--- src/rtl/toggle_event_decoder.sv ---
// Receive side of the toggle-event link: synchronizes a level-toggle line,
// turns each transition into one queued event and hands events out over valid/ready.
module toggle_event_decoder #(
    parameter int SYNC_STAGES = 2,
    parameter int CNT_W       = 4,
    parameter int TOTAL_W     = 16
) (
    input  logic               clk,
    input  logic               reset,
    input  logic               tog_in,
    output logic               evt_valid,
    input  logic               evt_ready,
    output logic [CNT_W-1:0]   pending,
    output logic [TOTAL_W-1:0] total,
    output logic               overflow,
    input  logic               clr_overflow
);

    localparam logic [CNT_W-1:0] PEND_MAX = '1;

    logic [SYNC_STAGES-1:0] sync_q;
    logic                   last;
    logic                   det;
    logic                   acc;
    logic                   full;
    logic                   drop;
    logic [CNT_W-1:0]       pending_nxt;

    // A detection and an acceptance in the same cycle cancel, so a full queue
    // only drops when nothing is leaving it.
    always_comb begin
        det         = sync_q[SYNC_STAGES-1] ^ last;
        acc         = evt_valid & evt_ready;
        full        = (pending == PEND_MAX);
        drop        = det & ~acc & full;
        pending_nxt = pending;
        if (det && !acc && !full) begin
            pending_nxt = pending + 1'b1;
        end else if (!det && acc) begin
            pending_nxt = pending - 1'b1;
        end
    end

    // evt_valid is registered from the next pending value so it never
    // depends combinationally on evt_ready.
    always_ff @(posedge clk) begin
        if (reset) begin
            sync_q    <= '0;
            last      <= 1'b0;
            pending   <= '0;
            evt_valid <= 1'b0;
            total     <= '0;
            overflow  <= 1'b0;
        end else begin
            sync_q    <= {sync_q[SYNC_STAGES-2:0], tog_in};
            last      <= sync_q[SYNC_STAGES-1];
            pending   <= pending_nxt;
            evt_valid <= (pending_nxt != '0);
            if (det) begin
                total <= total + 1'b1;
            end
            if (drop) begin
                overflow <= 1'b1;
            end else if (clr_overflow) begin
                overflow <= 1'b0;
            end
        end
    end

endmodule
--- config.mk ---
export PLATFORM = sky130hd
export DESIGN_NAME = toggle_event_decoder
export DESIGN_NICKNAME = d
export VERILOG_FILES = /design/src/rtl/toggle_event_decoder.sv
export SDC_FILE = /design/constraint.sdc
export NUM_CORES = 1
export LEC_CHECK = 0
export BUFFER_PORTS_ARGS = -buffer_cell sky130_fd_sc_hd__buf_2
export CAP_MARGIN = 10
export CORE_ASPECT_RATIO = 1.5
export CORE_MARGIN = 1
export CORE_UTILIZATION = 35
export CTS_CLUSTER_SIZE = 40
export DETAILED_ROUTE_END_ITERATION = 10
export GPL_TIMING_DRIVEN = 0
export PLACE_DENSITY = 0.63
export SYNTH_ARGS = -nofsm -noshare
export SYNTH_HDL_FRONTEND = slang
export SYNTH_SLANG_ARGS = --single-unit
--- constraint.sdc ---
create_clock -name clk -period 2.3 [get_ports clk]
set_input_delay 0 -clock clk [delete_from_list [all_inputs] [get_ports clk]]
set_output_delay 0 -clock clk [all_outputs]
set_load 0.03 [all_outputs]
# Word level (Yosys, flattened, before mapping)
# Cells that the tools add are included.
# word_totals
elab_cells,27
input_bits,5
register_bits,25
output_inout_bits,22
# classes
eq_ne,1
muxes,4
reduce_logical,8
n_bitwise,5
n_addsub,3
# ops
operator,n
$add 16x1->16 const B,1
$mux 4,2
$add 4x1->4 const B,1
$eq 4x4->1 const B,1
$reduce_bool 4->1,1
$sub 4x1->4 const B,1
$and 1x1->1,3
$logic_and 1x1->1,3
$logic_not 1->1,3
$mux 1,2
$reduce_bool 2->1,1
$not 1->1,1
$xor 1x1->1,1

# Longest topological paths before layout
# Gate-level depths: netlist of the first run.
# logic_depth
ltp_word,6
ltp_mapped,6
mapped_depth_nobuf,6

# Worst setup path after synthesis of the first run
# OpenSTA, ideal clock, no wires.
# synth_path
path_type,register to register
startpoint,register pending[1]
endpoint,register evt_valid
n_path_buf,0
t_arrival_ns,1.612
path_stages_with_launch,7
setup_slack_ns,0.554
setup_ns,0.134
synth_period_minus_slack_ns,1.746
t_required_ns,2.166
cell_sequence,dfxtp_1 > ha_1 > a32o_1 > mux2i_1 > mux2_2 > nor2_1 > o211ai_1
# synth_via
elab_chain_len,5
elab_cells_between_ends,8
classes_between,add/sub (2); eq/ne (1); mux (2); reduce/logical (3)
# synth_rtl
element,line_no,source
"start, declared",13,"output logic [CNT_W-1:0] pending,"
"start signal, assigned",57,pending <= pending_nxt;
"parallel branches: the longest is 3 deep, another holds $sub 4x1->4",n/a,
$mux 4 (*),37,if (det && !acc && !full) begin
$reduce_bool 4->1 (*),58,evt_valid <= (pending_nxt != '0);
"end signal, assigned",58,
"end, declared",11,"output logic evt_valid,"
# Every way passes the cells marked *.
# A chain may end at the register's enable or synchronous reset.

# Worst setup path after layout of the first run
# Ends and elaborated chain as after synthesis.

==> flow_metrics.env, run 1 <==
export IMPL_outcome="complete, no violations"
export IMPL_synth_compound_gate_area_share_pct=8.94
export IMPL_diodes=0
export IMPL_hp_class="primary input to register"
export IMPL_setup_viol_count_final=0
export IMPL_yosys_area_share_simple_pct=24.4
export IMPL_start_util_pct=37.7
export IMPL_routed_via_density=5.11
export IMPL_routed_wl_um=2330
export IMPL_rsz0062_at_grt="false"
export IMPL_cp_max_fo=8
export IMPL_die_y_um=71.3
export IMPL_cts_root_buf="clkbuf_8"
export IMPL_dp_final_hpwl_um=1750
export IMPL_nFillCells=298
export IMPL_fin_crit_sh_pct=77.0
export IMPL_criticalPathCategory="register to register"
export IMPL_synth_edf_count=0
export IMPL_syn_nets=133
export IMPL_ir_drop_mv=0.398
export IMPL_final_design_area_no_fill_mm2=0.00135
export IMPL_placed_area_mm2=0.00129
export IMPL_use_met2_pct=26.7
export IMPL_cts_buffers=3
export IMPL_wl_per_cell_um=12.0
export IMPL_synth_area_mux_share_pct=2.79
export IMPL_synth_most_common_cell="dfxtp_1"
export IMPL_yosysWarnings=0
export IMPL_syn_to_final_growth_pct=20.4
export IMPL_grt_max_degree=14
export IMPL_critPathBufInv=0
export IMPL_grt_usage_pct=15.1
export IMPL_synth_adder_area_share_pct=3.35
export IMPL_io_pins=27
export IMPL_use_met3_pct=2.52
export IMPL_synth_xor_area_share_pct=12.5
export IMPL_synth_area_per_cell_um2=8.96
export IMPL_worst_path_max_delay_cell="dfxtp_1"
export IMPL_crit_path_end_kind="register"
export IMPL_async_flop_share_pct=0
export IMPL_synth_cells=125
export IMPL_synthTopCellsByArea="dfxtp_1 (45%), xor2_1 (9.4%), nor2_1 (7.7%), nand3_1 (3.6%), ha_1 (3.4%)"
export IMPL_clk_latency_ps=260
export IMPL_fin_crit_ps=1770
export IMPL_use_met1_pct=17.0
export IMPL_dpl_cell_count=189
export IMPL_finalMaxSlewViolations=0
export IMPL_drv_cap=0
export IMPL_die_x_um=48.2
export IMPL_drt_pass1_iter_count=4
export IMPL_crit_family="multiplexers"
export IMPL_finClkSkew_ps=4.39
export IMPL_start_kind="register"
export IMPL_hold_viol=0
export IMPL_synth_distinct_cells=31
export IMPL_grt_pass1_vias=932
export IMPL_synth_ff_type="dfxtp_1"
export IMPL_slew_headroom_pct=62.4
export IMPL_final_cells=194
export IMPL_drt_initial_drc_count=24
export IMPL_grt_busiest_layer="met2"
export IMPL_ys_seq_area_share_pct=44.7
export IMPL_grt_pass1_wl_um=3840
export IMPL_grt_ovfl_total=0
export IMPL_tns_ps=0
export IMPL_fmax_mhz=565
export IMPL_num_rows=24
export IMPL_cts_tree="yes"
export IMPL_drive_gt1_share_pct=20.0
export IMPL_ant_nets=0
export IMPL_powerDensity_mw_per_mm2=775
export IMPL_routabilityCongestion=0.790
export IMPL_cts_sinks=25
export IMPL_p_leak_nw=0.604
export IMPL_antenna_found_initial=0
export IMPL_clockBufferDepth=2
export IMPL_crit_chain="ha_1, a32o_1, mux2i_1, mux2_2, nor2_1, o211ai_1"
export IMPL_io_buffers=25
export IMPL_place_ws_ps=535
export IMPL_fin_nets=164
export IMPL_design_core_area_mm2=0.00297
export IMPL_drc=0
export IMPL_dieArea_mm2=0.00343
export IMPL_cp_required_ps=2430
export IMPL_synth_top_area_share_pct=44.7
export IMPL_netlist_area_mm2=0.00112
export IMPL_critPathArrivalTime_ps=1900
export IMPL_tightest_slew_ps=560
export IMPL_synth_top_area_cell="dfxtp_1"
export IMPL_cts_resized=0
export IMPL_synth_top_family_by_area="simple AND/OR/NAND/NOR gates"
export IMPL_vias=991
export IMPL_synth_seq_cells=25
export IMPL_crit_path_max_incr_delay_ps=380
export IMPL_clkTransAtPathRegs_ps=80
export IMPL_cts_htree_levels=1
export IMPL_synth_top_cells_by_count="dfxtp_1 (25), nor2_1 (23), xor2_1 (12)"
export IMPL_setup_slack_ps=530
==> registers in the layout, indices dropped and copies added (netlist names) <==
signal / count
evt_valid: 1
last: 1
overflow: 1
pending: 4
sync_q: 2
total: 16
==> cell type report <==
cell class | count | area [µm²] | share of cell area (%)
Timing Repair Buffer | 26 | 135 | 10.0
Tap cell | 39 | 48.8 | 3.62
Buffer | 5 | 22.5 | 1.67
Clock buffer | 4 | 45.0 | 3.34
Inverter | 4 | 15.0 | 1.11
Sequential cell | 25 | 500 | 37.1
Multi-Input combinational cell | 91 | 582 | 43.1
==> through the flow <==
stage | util [%] | hold slack (ps) | power (mW)
final | 45.4 | 29.3 | 1.05
after global routing | 45.4 | 63.6 | 1.11
after detailed placement | 43.5 | 222 | 0.807
after global placement | 43.5 | 218 | 0.795
after CTS | 45.4 | 23.8 | 1.06
after floorplan | - | 128 | 0.732
==> path summary, 6_finish.rpt <==
| path | from | end | slack, ps | cells past startpoint |
|---|---|---|---|---|
| max | pending[1]$_SDFF_PP0_ | evt_valid$_SDFF_PP0_ | 530 | 6 |
| min reg2reg | sync_q[0]$_SDFF_PP0_ | sync_q[1]$_SDFF_PP0_ | 450 | 1 |
| max reg2reg | pending[1]$_SDFF_PP0_ | evt_valid$_SDFF_PP0_ | 530 | 6 |
| min | clr_overflow | overflow$_SDFFE_PP0P_ | 30 | 4 |
==> cells in the final DEF (no fill, tap or decap), types with 2 or more instances in the layout <==
master,Yosys,routed
clkbuf_1,3,4
clkbuf_8,0,3
nand2_1,7,7
mux2i_1,2,2
nor3_1,2,2
a32oi_1,3,3
xnor2_1,4,4
xor2_1,12,12
a21oi_1,2,2
nor2_1,23,23
buf_2,0,25
and3_1,5,5
dfxtp_1,25,25
nand3_1,8,8
inv_1,4,4
ha_1,3,3
nor2b_1,4,4
nand4_1,3,3
==> cells by family after synthesis <==
kind of cell | count (synthesis)
xor+xnor | 16
mux | 3
simple gates | 56
buf+inv | 9
fa+ha+maj | 3
flops | 25
compound gates | 13
==> per-layer routing <==
layer  share of wire (%)  routed length [µm]
met1                  44                1030
met2                  51                1180
met3                 4.2                  98
met4                0.86                  20
met5                   0                   0
==> worst min-delay path: stages <==
cell	delay, ps
buf_2	90
inv_1	40
a32oi_1	40
nor2_1	70
==> power by group <==
part           switching, mW  leakage (nW)  total (mW)  internal [mW]
logic                  0.167         0.378       0.272          0.104
registers             0.0552         0.203       0.526          0.470
clock network          0.125        0.0228       0.248          0.123
==> what timing repair did <==
item	in CTS	in global routing
buffers inserted	0	0
hold buffers	1	0
endpoints found under the hold margin	1	0
Note: power is estimated with default switching activity, not from simulation.
==> run 2, diff against run 1 <==
Settings changed: PLACE_DENSITY 0.63 to 0.65.
Clock period 2.3 ns to 1.6 ns, I/O delays scaled along.
==> run 2 against run 1 <==
  * The run now ends with negative setup slack left
  * Global-route usage up 0.86 points
  * Register-to-register slack worse by 540 ps
  * Clock power is 45% higher
  * Sequential power rose by 43%
  * Critical endpoint unchanged
  * Clock-buffer cell count is 1 lower
  * Hold slack lost 12 ps
==> flow_metrics.env, run 2 (synthesis gave the netlist of run 1 again) <==
export IMPL_clkTransAtPathRegs_ps=80
export IMPL_grt_max_degree=15
export IMPL_cts_root_buf="clkbuf_8"
export IMPL_dp_final_hpwl_um=1730
export IMPL_critPathArrivalTime_ps=1750
export IMPL_finalMaxSlewViolations=0
export IMPL_power_switching_uw=556
export IMPL_powerDensity_mw_per_mm2=1090
export IMPL_diodes=0
export IMPL_fin_crit_ps=1610
export IMPL_criticalPathCategory="register to register"
export IMPL_cp_required_ps=1740
export IMPL_placed_area_mm2=0.00131
export IMPL_rsz0062_at_grt="true"
export IMPL_cts_buffers=3
export IMPL_ir_drop_mv=0.635
export IMPL_routed_wl_um=2490
export IMPL_syn_to_final_growth_pct=33.6
export IMPL_final_cells=200
export IMPL_hp_class="primary input to register"
export IMPL_largest_reg_flops=16
export IMPL_setup_slack_ps=-9.13
export IMPL_p_leak_nw=0.675
export IMPL_final_common_cell="buf_2"
export IMPL_io_buffers=25
export IMPL_setup_viol_count_final=1
export IMPL_hold_depth=4
export IMPL_violations="negative setup slack"
export IMPL_drive_gt1_share_pct=34.2
export IMPL_hold_viol=0
export IMPL_start_kind="register"
export IMPL_die_x_um=48.2
export IMPL_p_seq_share_pct=46.2
export IMPL_dieArea_mm2=0.00343
export IMPL_start_util_pct=37.7
export IMPL_routabilityCongestion=0.758
export IMPL_cts_htree_levels=1
export IMPL_swShare_pct=34.2
export IMPL_grt_usage_pct=16.0
export IMPL_grt_ovfl_total=0
export IMPL_outcome="finished, violations left"
export IMPL_grt_pass1_vias=900
export IMPL_regMostFlops="total"
export IMPL_crit_path_end_kind="register"
export IMPL_final_design_area_no_fill_mm2=0.00150
export IMPL_cts_tree="yes"
export IMPL_num_rows=24
export IMPL_largestRegisters="total (16), pending (4), sync_q (2)"
export IMPL_p_int_mw=1.07
export IMPL_grt_pass1_wl_um=3930
export IMPL_cp_max_fo=4
export IMPL_die_y_um=71.3
export IMPL_tightest_slew_ps=508
export IMPL_drc=0
export IMPL_cts_sinks=25
export IMPL_io_pins=27
export IMPL_combPwrFrac_pct=31.7
export IMPL_worst_r2r_cell_count=6
export IMPL_design_core_area_mm2=0.00297
export IMPL_finClkSkew_ps=3.19
export IMPL_fin_crit_sh_pct=101
export IMPL_dpl_cell_count=189
export IMPL_antenna_found_initial=0
export IMPL_final_cell_mix="buf_2 (25), nor2_1 (21), dfxtp_1 (19), xor2_1 (11), nand3_1 (8)"
export IMPL_fin_nets=170
export IMPL_clockBufferDepth=2
export IMPL_drv_cap=0
export IMPL_clk_latency_ps=270
export IMPL_drt_initial_drc_count=19
export IMPL_slew_headroom_pct=66.2
export IMPL_wl_per_cell_um=12.4
export IMPL_routed_via_density=5.03
export IMPL_drt_pass1_iter_count=4
export IMPL_place_ws_ps=-101
export IMPL_vias=1005
export IMPL_fin_util_pct=50.3
export IMPL_fmax_mhz=621
export IMPL_ant_nets=0
export IMPL_clkPwrFrac_pct=22.1
## run 2: worst paths after layout
path	to	start	slack, ps
worst min-delay path	overflow$_SDFFE_PP0P_	clr_overflow	20
worst max register to register	evt_valid$_SDFF_PP0_	pending[0]$_SDFF_PP0_	-9
worst max-delay path	evt_valid$_SDFF_PP0_	pending[0]$_SDFF_PP0_	-9
worst min register to register	sync_q[1]$_SDFF_PP0_	sync_q[0]$_SDFF_PP0_	450
## run 2: what timing repair did
action                                  in CTS  in global routing
hold buffers                                 1                  0
pin swaps                                    0                  6
cloned                                       0                  0
endpoints found under the setup margin       1                 13
hold endpoints to repair                     1                  0
setup buffers                                4                  3
gates resized for setup                      5                 13
## run 2: critical path, stage by stage (launching register included)
cell and delay [ps]:
dfxtp_4 360, ha_4 160, a32o_2 280, mux2i_2 180, mux2_4 330, nor2_2 80
o211ai_1 90
## run 2: routing by layer
metal  vias up  wire (µm)  GRT usage (%)  share of wire (%)
li1        499          -              -                  -
met1       471       1030           19.1                 41
met2        30       1280           26.1                 52
met3         5        122           2.52                4.9
met4         0         51           8.33                2.1
met5         -          0              0                  0
## run 2: final cells by class
type	instances	area, µm²
Buffer	4	18.8
Clock buffer	3	41.3
Clock inverter	1	5.00
Fill cell	283	1480
Inverter	4	15.0
Multi-Input combinational cell	91	658
Sequential cell	25	518
Tap cell	39	48.8
Timing Repair Buffer	33	191
## run 2: per-stage QoR
stage          setup TNS (ps)  power (mW)  hold WS (ps)
6_report                -9.13        1.63          17.2
3_5_place_dp             -101        1.18           218
4_1_cts                 -21.6        1.60          19.1
2_1_floorplan          -0.165        1.06           128
5_1_grt                 -75.6        1.72          45.0
3_3_place_gp            -56.4        1.16           219
## run 2: power by group through the flow
stage          registers (mW)  logic, mW  clock network, mW
6_report                0.751      0.516              0.359
5_1_grt                 0.761      0.568              0.396
4_1_cts                 0.750      0.477              0.369
3_5_place_dp            0.777      0.399                  0
3_3_place_gp            0.773      0.387                  0
2_1_floorplan           0.863      0.202                  0
==> run 3, diff against run 2 <==
Settings changed: BUFFER_PORTS_ARGS -buffer_cell sky130_fd_sc_hd__buf_2 to -buffer_cell sky130_fd_sc_hd__clkbuf_2, CORE_ASPECT_RATIO 1.5 to default.
==> run 3 against run 2 <==
  * The flow still finishes with violations (negative setup slack)
  * Hold slack gained 21 ps
  * Combinational power decreased by 11%
  * Non-clock buffer count shrank 2
  * Maximum frequency shrank 0.74%
  * Critical path type unchanged
  * First-iteration DRC count increased by 58%
  * Critical endpoint unchanged
  * Cell area is 4.8% lower
  * Sequential share of layout area up 1.4 points
  * Total power fell by 8.0%
  * Via count is essentially flat
==> flow_metrics.env, run 3 (synthesis gave the netlist of run 1 again) <==
export IMPL_setup_viol_count_final=1
export IMPL_tns_ps=-21.1
export IMPL_hold_viol=0
export IMPL_cts_root_buf="clkbuf_4"
export IMPL_io_buffers=25
export IMPL_hp_class="primary input to register"
export IMPL_drt_pass1_iter_count=4
export IMPL_cts_buffers=3
export IMPL_grt_usage_pct=15.3
export IMPL_finClkSkew_ps=10.3
export IMPL_routabilityCongestion=0.948
export IMPL_routed_via_density=4.95
export IMPL_drive_gt1_share_pct=28.9
export IMPL_largestRegisters="total (16), pending (4), sync_q (2)"
export IMPL_power_mw=1.50
export IMPL_die_x_um=58.6
export IMPL_routed_wl_um=2370
export IMPL_place_ws_ps=-63.5
export IMPL_violations="negative setup slack"
export IMPL_setup_slack_ps=-21.1
export IMPL_dieArea_mm2=0.00343
export IMPL_finalMaxSlewViolations=0
export IMPL_diodes=0
export IMPL_fmax_mhz=617
export IMPL_design_core_area_mm2=0.00305
export IMPL_largest_reg_flops=16
export IMPL_rsz0062_at_grt="true"
export IMPL_worst_path_max_delay_cell="dfxtp_4"
export IMPL_grt_pass1_wl_um=3970
export IMPL_ir_drop_mv=0.358
export IMPL_clk_latency_ps=320
export IMPL_dr_wl_met3_um=84
export IMPL_io_pins=27
export IMPL_grt_pass1_vias=948
export IMPL_antenna_found_initial=0
export IMPL_start_kind="register"
export IMPL_dpl_cell_count=194
export IMPL_tightest_slew_ps=508
export IMPL_syn_to_final_growth_pct=27.2
export IMPL_slew_headroom_pct=66.1
export IMPL_clkTransAtPathRegs_ps=140
export IMPL_outcome="finished, violations left"
export IMPL_ant_nets=0
export IMPL_crit_path_end_kind="register"
export IMPL_die_y_um=58.6
export IMPL_cp_required_ps=1790
export IMPL_final_cell_mix="clkbuf_2 (25), nor2_1 (23), dfxtp_1 (19), xor2_1 (11), nand3_1 (8)"
export IMPL_drt_initial_drc_count=30
export IMPL_grt_max_degree=15
export IMPL_regMostFlops="total"
export IMPL_m1WireLength_um=1110
export IMPL_dp_final_hpwl_um=1690
export IMPL_crit_path_max_incr_delay_ps=380
export IMPL_route_met2_wl_um=1110
export IMPL_p_leak_nw=0.628
export IMPL_num_rows=20
export IMPL_final_cells=203
export IMPL_clockBufferDepth=2
export IMPL_wl_per_cell_um=11.7
export IMPL_fin_crit_sh_pct=101
export IMPL_crit_chain="ha_4, a32o_2, mux2i_1, mux2_2, nor2_1, o211ai_1"
export IMPL_fin_crit_ps=1620
export IMPL_fin_nets=168
export IMPL_critPathArrivalTime_ps=1810
export IMPL_drv_cap=0
export IMPL_cts_htree_levels=1
export IMPL_cts_tree="yes"
export IMPL_fin_util_pct=46.6
export IMPL_cp_max_fo=3
export IMPL_start_util_pct=36.7
export IMPL_powerDensity_mw_per_mm2=1050
export IMPL_grt_ovfl_total=0
export IMPL_drc=0
export IMPL_final_common_cell="clkbuf_2"
export IMPL_vias=1004
export IMPL_nFillCells=325
export IMPL_cts_sinks=25
export IMPL_routed_top_layer="met4"
export IMPL_criticalPathCategory="register to register"
run 3: layout make-up:
cell class / instances / area, µm² / area share (%)
multi-input combinational: 91 / 619 / 43.5
timing repair buffer: 31 / 175 / 12.3
tap: 44 / 55.1 / 3.87
inverter: 4 / 15.0 / 1.05
clock inverter: 1 / 5.00 / 0.351
sequential: 25 / 513 / 36.0
clock buffer: 3 / 22.5 / 1.58
buffer: 4 / 18.8 / 1.32
run 3: power breakdown:
| group | switching, mW | leakage (nW) | internal (mW) | total, mW |
|---|---|---|---|---|
| Combinational | 0.277 | 0.404 | 0.183 | 0.460 |
| Clock | 0.184 | 0.0177 | 0.0935 | 0.278 |
| Sequential | 0.0715 | 0.206 | 0.687 | 0.758 |
run 3: metrics by stage:
| step | hold slack [ps] | area [µm²] |
|---|---|---|
| detailed placement | 225 | 1310 |
| floorplan | 128 | 1130 |
| global route | 59.4 | 1420 |
| global placement | 217 | 1310 |
| finish | 38.1 | 1420 |
| CTS | 34.8 | 1400 |
run 3: final timing paths:
kind         slack (ps)              endpoint                  start  cells after the start
min                  40       last$_SDFF_PP0_                  reset                      2
min reg2reg         450  sync_q[1]$_SDFF_PP0_   sync_q[0]$_SDFF_PP0_                      1
max                 -20  evt_valid$_SDFF_PP0_  pending[0]$_SDFF_PP0_                      6
max reg2reg         -20  evt_valid$_SDFF_PP0_  pending[0]$_SDFF_PP0_                      6
run 3: what timing repair did:
action | CTS | global route
hold buffers | 2 | 0
setup endpoints to repair | 1 | 6
hold endpoints to repair | 2 | 0
gates resized for setup | 4 | 3
pin swaps | 2 | 1
buffers inserted | 3 | 1
run 3: worst max-delay path, delay by kind of cell, from the launching register on:
kind	cells	cell delay, ps
multiplexers	2	530
adder cells (fa/ha/maj)	1	160
AND/OR/NAND/NOR	1	80
AO/OA/AOI/OAI	2	340
flip-flops	1	380
run 3: layer usage:
layer | track usage [%] | up-vias
met5 | 0 | -
met4 | 9.52 | 0
met3 | 2.20 | 8
met2 | 26.4 | 29
met1 | 17.8 | 470
li1 | - | 497
